**config.mk**
```make
export PLATFORM = sky130hd
export DESIGN_NAME = alu_operand_sequencer
export DESIGN_NICKNAME = d
export VERILOG_FILES = /design/src/rtl/alu_operand_sequencer_pkg.sv /design/src/rtl/alu_operand_sequencer_decoder.sv /design/src/rtl/alu_operand_sequencer.sv
export SDC_FILE = /design/constraint.sdc
export NUM_CORES = 1
export LEC_CHECK = 0
export CORE_MARGIN = 2
export CORE_UTILIZATION = 41
export CTS_BUF_LIST = sky130_fd_sc_hd__clkbuf_16
export DETAILED_ROUTE_END_ITERATION = 16
export GPL_TIMING_DRIVEN = 0
export PLACE_DENSITY_LB_ADDON = 0.15
export SLEW_MARGIN = 15
export SYNTH_ARGS = -nofsm -noshare
export SYNTH_HDL_FRONTEND = slang
export SYNTH_SLANG_ARGS = --single-unit
```
**constraint.sdc**
```tcl
create_clock -name clock -period 2 [get_ports clock]
set_clock_uncertainty 0.2 [all_clocks]
set_input_delay 0.2 -clock clock [delete_from_list [all_inputs] [get_ports clock]]
set_output_delay 0.2 -clock clock [all_outputs]
set_load 0.005 [all_outputs]
```
**src/rtl/alu_operand_sequencer_pkg.sv**
```systemverilog
// Shared constants for the ALU operand sequencer: 8051 ALU-class opcodes,
// FSM state encoding and the decoder's classification record.
package alu_operand_sequencer_pkg;

    localparam logic [7:0] NOP_OPCODE = 8'h00;

    localparam logic [7:0] OP_ADD_IMM   = 8'h24;
    localparam logic [7:0] OP_SUBB_IMM  = 8'h94;
    localparam logic [7:0] OP_ANL_IMM   = 8'h54;
    localparam logic [7:0] OP_ORL_IMM   = 8'h44;
    localparam logic [7:0] OP_XRL_IMM   = 8'h64;
    localparam logic [7:0] OP_MOV_A_IMM = 8'h74;

    // Register forms occupy an aligned block of eight; low three bits select Rn.
    localparam logic [7:0] OP_ADD_REG   = 8'h28;
    localparam logic [7:0] OP_SUBB_REG  = 8'h98;
    localparam logic [7:0] OP_ANL_REG   = 8'h58;
    localparam logic [7:0] OP_ORL_REG   = 8'h48;
    localparam logic [7:0] OP_XRL_REG   = 8'h68;
    localparam logic [7:0] OP_MOV_A_REG = 8'hE8;
    localparam logic [7:0] OP_MOV_RN_IMM = 8'h78;

    localparam int NUM_FORMS = 6;

    localparam logic [NUM_FORMS-1:0][7:0] IMM_FORMS = {
        OP_ADD_IMM, OP_SUBB_IMM, OP_ANL_IMM, OP_ORL_IMM, OP_XRL_IMM, OP_MOV_A_IMM
    };

    localparam logic [NUM_FORMS-1:0][7:0] REG_FORM_BASES = {
        OP_ADD_REG, OP_SUBB_REG, OP_ANL_REG, OP_ORL_REG, OP_XRL_REG, OP_MOV_A_REG
    };

    typedef enum logic [2:0] {
        ST_IDLE      = 3'd0,
        ST_FETCH_IMM = 3'd1,
        ST_READ_REG  = 3'd2,
        ST_ISSUE     = 3'd3,
        ST_WRITEBACK = 3'd4
    } seq_state_t;

    typedef struct packed {
        logic legal;
        logic needs_imm;
        logic needs_reg;
        logic wb_to_rn;
    } op_class_t;

endpackage

```
**src/rtl/alu_operand_sequencer_decoder.sv**
```systemverilog
// Combinational classifier: opcode -> {legal, needs_imm, needs_reg, wb_to_rn}.
module alu_opcode_decoder
    import alu_operand_sequencer_pkg::*;
(
    input  logic [7:0] opcode,
    output op_class_t  op_class
);

    logic [NUM_FORMS-1:0] imm_hit;
    logic [NUM_FORMS-1:0] reg_hit;
    logic                 mov_rn_hit;

    genvar gi;
    generate
        for (gi = 0; gi < NUM_FORMS; gi++) begin : g_form
            assign imm_hit[gi] = (opcode == IMM_FORMS[gi]);
            assign reg_hit[gi] = (opcode[7:3] == REG_FORM_BASES[gi][7:3]);
        end
    endgenerate

    assign mov_rn_hit = (opcode[7:3] == OP_MOV_RN_IMM[7:3]);

    always_comb begin
        op_class           = '0;
        op_class.needs_imm = (|imm_hit) | mov_rn_hit;
        op_class.needs_reg = |reg_hit;
        op_class.wb_to_rn  = mov_rn_hit;
        op_class.legal     = op_class.needs_imm | op_class.needs_reg;
    end

endmodule

```
**src/rtl/alu_operand_sequencer.sv**
```systemverilog
// Decodes ALU-class 8051 opcodes, gathers operands, issues one ALU cycle and
// writes the result back to ACC or Rn; one instruction in flight at a time.
module alu_operand_sequencer
    import alu_operand_sequencer_pkg::*;
(
    input  logic       clock,
    input  logic       reset,
    input  logic       instr_valid,
    input  logic [7:0] instr_byte,
    output logic       instr_ready,
    input  logic [7:0] acc_in,
    output logic [2:0] rf_raddr,
    input  logic [7:0] rf_rdata,
    output logic [7:0] alu_operand1,
    output logic [7:0] alu_operand2,
    output logic [7:0] alu_opcode,
    output logic       alu_en,
    input  logic [8:0] alu_result,
    output logic       wb_en,
    output logic       wb_sel,
    output logic [2:0] wb_addr,
    output logic [7:0] wb_data,
    output logic       busy,
    output logic       illegal
);

    seq_state_t state_reg;
    logic [7:0] opcode_reg;
    logic [7:0] operand_reg;
    logic [7:0] op1_hold_reg;
    logic [2:0] rn_reg;
    logic       wb_to_rn_reg;
    logic       wb_en_reg;
    logic       wb_sel_reg;
    logic [2:0] wb_addr_reg;
    logic       illegal_reg;
    op_class_t  byte_class;
    logic       unused_alu_carry;

    alu_opcode_decoder u_decoder (
        .opcode   (instr_byte),
        .op_class (byte_class)
    );

    // Carry out of the ALU is consumed elsewhere; only the 8-bit result is written back.
    assign unused_alu_carry = alu_result[8];

    always_ff @(posedge clock or negedge reset) begin
        if (!reset) begin
            state_reg    <= ST_IDLE;
            opcode_reg   <= NOP_OPCODE;
            operand_reg  <= 8'h00;
            op1_hold_reg <= 8'h00;
            rn_reg       <= 3'd0;
            wb_to_rn_reg <= 1'b0;
            wb_en_reg    <= 1'b0;
            wb_sel_reg   <= 1'b0;
            wb_addr_reg  <= 3'd0;
            illegal_reg  <= 1'b0;
        end else begin
            illegal_reg <= 1'b0;
            unique case (state_reg)
                ST_IDLE: begin
                    if (instr_valid) begin
                        if (byte_class.legal) begin
                            opcode_reg   <= instr_byte;
                            rn_reg       <= instr_byte[2:0];
                            wb_to_rn_reg <= byte_class.wb_to_rn;
                            state_reg    <= byte_class.needs_imm ? ST_FETCH_IMM : ST_READ_REG;
                        end else begin
                            illegal_reg <= 1'b1;
                        end
                    end
                end
                ST_FETCH_IMM: begin
                    if (instr_valid) begin
                        operand_reg <= instr_byte;
                        state_reg   <= ST_ISSUE;
                    end
                end
                ST_READ_REG: begin
                    operand_reg <= rf_rdata;
                    state_reg   <= ST_ISSUE;
                end
                ST_ISSUE: begin
                    op1_hold_reg <= acc_in;
                    wb_en_reg    <= 1'b1;
                    wb_sel_reg   <= wb_to_rn_reg;
                    wb_addr_reg  <= wb_to_rn_reg ? rn_reg : 3'd0;
                    state_reg    <= ST_WRITEBACK;
                end
                ST_WRITEBACK: begin
                    wb_en_reg   <= 1'b0;
                    wb_sel_reg  <= 1'b0;
                    wb_addr_reg <= 3'd0;
                    state_reg   <= ST_IDLE;
                end
                default: state_reg <= ST_IDLE;
            endcase
        end
    end

    assign instr_ready  = (state_reg == ST_IDLE) || (state_reg == ST_FETCH_IMM);
    assign busy         = (state_reg != ST_IDLE);
    assign illegal      = illegal_reg;
    // The register bank samples the address at the opcode handshake edge.
    assign rf_raddr     = (state_reg == ST_IDLE) ? instr_byte[2:0] : rn_reg;
    assign alu_en       = (state_reg == ST_ISSUE);
    assign alu_opcode   = (state_reg == ST_ISSUE) ? opcode_reg : NOP_OPCODE;
    assign alu_operand1 = (state_reg == ST_ISSUE) ? acc_in : op1_hold_reg;
    assign alu_operand2 = operand_reg;
    assign wb_en        = wb_en_reg;
    assign wb_sel       = wb_sel_reg;
    assign wb_addr      = wb_addr_reg;
    assign wb_data      = wb_en_reg ? alu_result[7:0] : 8'h00;

endmodule

```
==> results of run 1 <==
timing repair:
| action | in CTS | in global routing |
|---|---|---|
| pin swaps | 2 | 5 |
| endpoints found under the hold margin | 34 | 0 |
| hold buffers | 1 | 0 |
| gates resized for setup | 99 | 30 |
| buffers inserted | 21 | 9 |
| setup endpoints to repair | 28 | 34 |
| gates cloned | 1 | 0 |
power by group through the flow:
stage	combinational [µW]	clock, µW	sequential (µW)
4_1_cts	2730	746	1210
3_3_place_gp	2040	0	1200
5_1_grt	3190	773	1270
3_5_place_dp	2070	0	1220
2_1_floorplan	1030	0	1180
6_report	2990	734	1230
area by class of cell:
| class | count | area, µm² | area share [%] |
|---|---|---|---|
| Multi-Input combinational cell | 124 | 957 | 30.0 |
| Tap cell | 50 | 62.6 | 1.96 |
| Timing Repair Buffer | 109 | 1080 | 33.7 |
| Clock inverter | 3 | 12.5 | 0.392 |
| Inverter | 6 | 22.5 | 0.705 |
| Buffer | 8 | 85.1 | 2.66 |
| Sequential cell | 34 | 851 | 26.6 |
| Clock buffer | 5 | 125 | 3.92 |
logic make-up (layout without fill, tap and decap cells):
kind of cell	Yosys count	after routing
mux	12	12
simple gates	66	66
compound gates	46	46
buf+inv	14	131
flops	34	34
worst max-delay path: cells and delay by family, from the launching register on:
kind                   cells  cell delay [ns]
flip-flops                 1             0.41
buffers and inverters      5             0.61
multiplexers               1             0.30
AND/OR/NAND/NOR            2             0.11
metal layers:
metal	wire [µm]	vias to the layer above	track usage, %
met2	2810	60	39.3
met3	271	11	6.54
li1	-	845	-
met5	0	-	0
met1	2530	898	30.3
met4	86	0	7.19
synthesized netlist by cell type:
| library cell | n |
|---|---|
| a211oi_1 | 8 |
| a21boi_1 | 1 |
| a21boi_2 | 1 |
| a21oi_1 | 7 |
| a21oi_2 | 1 |
| a221oi_4 | 1 |
| a22oi_2 | 1 |
| and2_1 | 16 |
| and2b_1 | 1 |
| and3_1 | 2 |
| and4bb_1 | 1 |
| buf_2 | 3 |
| buf_6 | 1 |
| clkbuf_1 | 4 |
| dfrtp_1 | 34 |
| inv_1 | 6 |
| mux2_2 | 11 |
| mux2i_1 | 1 |
| nand2_1 | 15 |
| nand2b_1 | 7 |
| nand3_1 | 1 |
| nand3b_1 | 1 |
| nor2_1 | 16 |
| nor2b_1 | 2 |
| nor3_1 | 2 |
| nor4b_2 | 2 |
| o211a_1 | 1 |
| o211ai_1 | 1 |
| o21ai_0 | 8 |
| o21ai_1 | 2 |
| o21ba_2 | 1 |
| o221a_2 | 5 |
| o22ai_1 | 7 |
| o31a_1 | 1 |
worst min path at each step:
stage                      endpoint  slack [ns]  depth (start not counted)
floorplan           alu_operand2[0]       -0.30                          0
global placement    op1_hold_reg[6]        0.28                          1
finish              op1_hold_reg[1]        0.04                          2
detailed placement  op1_hold_reg[1]       -0.20                          1
CTS                 op1_hold_reg[1]        0.03                          2
global route        op1_hold_reg[1]        0.05                          2
per-stage QoR:
step | total power [µW] | cell area, µm² | TNS [ns] | std cells | utilization, %
after detailed placement | 3290 | 2610 | -9.91 | 301 | 64.4
after floorplan | 2210 | 1750 | 0 | 172 | -
after global placement | 3240 | 2600 | -17.04 | 300 | 64.0
final | 4950 | 3190 | -0.424 | 339 | 78.7
after CTS | 4690 | 3070 | -1.54 | 332 | 75.7
after global routing | 5240 | 3190 | -1.67 | 339 | 78.7
==> impl_metrics.csv, run 1 <==
group,metric,value,unit
timing,worst-slew-pin-transition,0.541,ns
final_layout,layout_common_cells,"clkdlybuf4s50_1, dfrtp_1, buf_6",
timing,finalHoldViolCount,0,
synth,synth_top_cells_by_area,"dfrtp_1, mux2_2, and2_1",
pwr,p_leak,0.00143,µW
global_routing,antenna_found_initial,0,
pwr,vdd.ir_drop.worst,0.939,mV
clocking,cts_max_level,2,
clocking,path_clk_slew,0.05,ns
synth,synth-xor-area-share,0,%
drt,wirelength,5.71,mm
setup_path,worstPathRequired,1.60,ns
global_routing,grtUsageTotal,23.8,%
die,rows,23,
synth,synth_fa_ha_area_share,0,%
pwr,powerDensity,1550,mW/mm²
setup_path,worstPathMaxFanout,3,
pwr,p_sw,1660,µW
clocking,clk_root_buffer_cell,"clkbuf_16",
timing,finalSetupViolations,14,
setup_path,endpoint_kind,"output pin",
setup_path,rr_startpoint,"state_reg[1]",
final_layout,syn_to_final_growth,82.0,%
synth,seq_area_frac_synth,48.5,%
pwr,swShare,33.5,%
timing,post-route-period-util,105,%
pwr,combinationalPowerShare,60.4,%
die,core-area,0.00406,mm²
drt,via_count,1814,
run_status,violations,"setup timing",
drt,dr.first_iter.drc_count,92,
clocking,cts_buffer_depth,2,
synth,yosys.area.top_type_share,48.5,%
global_routing,grt_pass1_vias,1815,
synth,synth_top_family_by_area,"simple AND/OR/NAND/NOR gates",
final_layout,final_common_cell,"clkdlybuf4s50_1",
synth,ys_types,34,
timing,slew_headroom,63.8,%
timing,fmax,0.476,GHz
synth,synth_cells,172,
pwr,p_int,3290,µW
setup_path,ff2ff_path_depth,6,
drt,drc,0,
die,die_w,69.4,µm
timing,timing.hold.ws,0.0372,ns
drt,post_drt_via_cell_ratio,5.35,
synth,yosys-mux-area-fraction,7.63,%
die,dieArea,0.00482,mm²
setup_path,crit_start,"state_reg[0]",
synth,synth_area,0.00175,mm²
die,ios,80,
final_layout,fin_nets,324,
synth,synth_seq_cells,34,
placed_design,dp_hpwl,3.29,mm
drt,firstDrtPassIters,4,
clocking,numCtsBuffers,5,
global_routing,grt_overflow,0,
setup_path,cp.arrival,1.70,ns
run_status,status,"finished with violations",
setup_path,critPathSlowestCell,"dfrtp_1",
synth,avgSynthCellArea,10.2,µm²
clocking,clk-insertion-delay-late,0.28,ns
final_layout,diodes,0,
setup_path,criticalPathCategory,"register to output pin",
global_routing,grt_pass1_wl,9.05,mm
final_layout,fillers,257,
die,start_util,43.2,%
setup_path,crit_end,"alu_operand1[6]",
setup_path,cp_common_cell,"buf_6",
timing,worst_slack,-0.102,ns
placed_design,dpl_worst_slack,-0.429,ns
synth,synth-compound-area-share,19.8,%
die,die_h,69.4,µm
setup_path,cpPeakStageDelay,0.41,ns
clocking,cts_tree,"done",
setup_path,startpoint_type,"register",
setup_path,reg2reg_to,"opcode_reg[1]",
placed_design,gp_congestion,0.742,
timing,fin_crit,2.10,ns
timing,rsz0062_at_grt,"yes",
timing,slew_viol_final,0,
pwr,p_clk_share,14.8,%
synth,synth_top_area_cell,"dfrtp_1",
global_routing,grt_max_degree,34,
drt,ant_nets,0,
clocking,cts_sinks,34,
synth,synth-simple-area-share,20.4,%
pwr,seqPwrFrac,24.8,%
drt,wl_per_cell,16.8,µm
worst_hold_path,worstHoldPathType,"primary input to async pin",
synth,synth_nets,208,
final_layout,drive_above_1_share,30.1,%
synth,ys_warn_count,0,
placed_design,io_buffers,78,
setup_path,r2r_slack,-0.02,ns
flow_run,maxCapViolCount,0,
setup_path,path_cells,"buf_6 > nand2_4 > nor2_4 > buf_6 > buf_6 > buf_12 > mux2_4 > buf_6",
(Power assumes the default switching activity.)
==> run 2: changes to the inputs <==
CORE_MARGIN = default   (was 2)
==> impl_metrics.csv, run 2 (synthesis gave the netlist of run 1 again) <==
group,metric,value,unit
die,ios,80,
die,start_util,43.2,%
setup_path,startpoint_type,"register",
setup_path,cp.arrival,2.10,ns
global_routing,grt_pass1_wl,7.88,mm
setup_path,worstPathMaxFanout,8,
drt,drc,0,
placed_design,dpl_worst_slack,-0.408,ns
clocking,cts_buffer_depth,2,
clocking,numCtsBuffers,5,
final_layout,drive_above_1_share,36.9,%
pwr,seqPwrFrac,24.6,%
placed_design,io_buffers,78,
clocking,clk-insertion-delay-late,0.28,ns
drt,via_count,1874,
global_routing,grt_overflow,0,
die,dieArea,0.00454,mm²
die,core-area,0.00406,mm²
run_status,status,"finished with violations",
pwr,p_leak,0.00145,µW
timing,fmax,0.465,GHz
final_layout,fin_nets,334,
pwr,p_sw,1720,µW
setup_path,worstPathRequired,1.95,ns
setup_path,endpoint_kind,"register",
drt,dr.first_iter.drc_count,110,
pwr,p_clk_share,14.1,%
drt,post_drt_via_cell_ratio,5.39,
pwr,p_int,3390,µW
clocking,clk_root_buffer_cell,"clkbuf_16",
global_routing,grt_pass1_vias,1636,
drt,wl_per_cell,17.5,µm
drt,firstDrtPassIters,4,
final_layout,final_common_cell,"clkdlybuf4s50_1",
final_layout,multi_input_area,986,µm²
drt,wirelength,6.10,mm
die,die_w,67.4,µm
pwr,vdd.ir_drop.worst,0.816,mV
final_layout,syn_to_final_growth,86.4,%
global_routing,grtUsageTotal,24.4,%
timing,rsz0062_at_grt,"yes",
pwr,combinationalPowerShare,61.3,%
placed_design,place_area,0.00261,mm²
timing,finalHoldViolCount,0,
final_layout,seq_area,852,µm²
placed_design,dp_hpwl,3.11,mm
global_routing,antenna_found_initial,0,
final_layout,final-instance-count-excl-fill,348,
final_layout,layout_common_cells,"clkdlybuf4s50_1, dfrtp_1, buf_6",
placed_design,dpl.cell_count,301,
timing,slew_viol_final,0,
timing,finalSetupViolations,24,
final_layout,fin_area,0.00327,mm²
pwr,powerDensity,1560,mW/mm²
global_routing,grt_max_degree,34,
clocking,cts_tree,"done",
timing,worst_slack,-0.149,ns
timing,post-route-period-util,107,%
timing,slew_headroom,72.1,%
timing,fin_crit,2.15,ns
timing,worst-slew-pin-transition,0.416,ns
die,die_h,67.4,µm
placed_design,gp_congestion,0.739,
pwr,swShare,33.7,%
final_layout,diodes,0,
drt,ant_nets,0,
die,rows,23,
setup_path,criticalPathCategory,"register to register",
clocking,cts_max_level,2,
flow_run,maxCapViolCount,0,
worst_hold_path,worstHoldPathType,"primary input to async pin",
clocking,cts_sinks,34,
clocking,path_clk_slew,0.05,ns
run_status,violations,"setup timing",
final_layout,fillers,230,
run 2: changes by cell type in the layout (fill, tap and decap cells not counted), sizes merged:
cell           previous run  this run
clkbuf                    9        16
clkdlybuf4s15             3         1
clkdlybuf4s50            53        56
buf                      47        56
dlymetal6s2s              3         0
clkinv                    2         0
dlygate4sd2               6         2
inv                       7         8
run 2: power by group through the flow:
stage	clock (µW)	combinational (µW)	sequential [µW]
floorplan	0	1030	1180
global placement	0	2040	1200
detailed placement	0	2070	1220
CTS	716	2640	1210
global route	747	3340	1290
finish	720	3130	1260
run 2: through the flow:
| step | util, % | power (µW) | hold slack, ns | TNS [ns] |
|---|---|---|---|---|
| after floorplan | - | 2210 | -0.296 | 0 |
| after global placement | 64.0 | 3240 | 0.279 | -17.03 |
| after detailed placement | 64.4 | 3280 | -0.201 | -9.71 |
| after CTS | 75.3 | 4560 | 0.0452 | -1.09 |
| after global routing | 80.6 | 5380 | 0.0664 | -3.31 |
| final | 80.6 | 5110 | 0.0417 | -2.14 |
run 2: cell type report:
cell class	instances	area share, %
repair buffers	119	34.5
multi-input cells	124	30.1
flip-flops and latches	34	26.1
clock buffers	5	3.83
plain buffers	8	2.60
well taps	50	1.91
inverters	6	0.689
clock inverters	2	0.230
run 2: repair_timing:
action	4_1_cts	5_1_grt
buffers inserted	22	16
pin swaps	2	10
cloned	2	0
endpoints found under the setup margin	28	27
hold endpoints to repair	34	0
gates resized for setup	94	58
hold buffers	1	0
run 2: metal layers:
layer / global-route usage [%] / wire, µm / share of wire (%) / up-vias
met1: 30.4 / 2440 / 40 / 927
met4: 9.04 / 143 / 2.3 / 0
met2: 40.8 / 3180 / 52 / 70
met3: 5.74 / 337 / 5.5 / 13
met5: 0 / 0 / 0 / -
li1: - / - / - / 864
run 2: critical path, stage by stage, from the launching register on:
cell and delay (ns):
dfrtp_1 0.41, buf_8 0.15, buf_4 0.13, buf_6 0.12
nor4b_4 0.43, nand2_2 0.24, o21ai_1 0.24, o22ai_2 0.11
run 2: worst paths after layout:
kind | startpoint | endpoint | slack (ns) | depth (start not counted)
worst max-delay path | state_reg[1] | opcode_reg[7] | -0.15 | 7
worst min register to register | op1_hold_reg[3] | op1_hold_reg[3] | 0.30 | 1
worst min-delay path | reset | op1_hold_reg[6] | 0.04 | 2
max in group asynchronous | reset | state_reg[0] | 1.18 | 3
worst max register to register | state_reg[1] | opcode_reg[7] | -0.15 | 7
min in group clock | op1_hold_reg[3] | op1_hold_reg[3] | 0.30 | 1
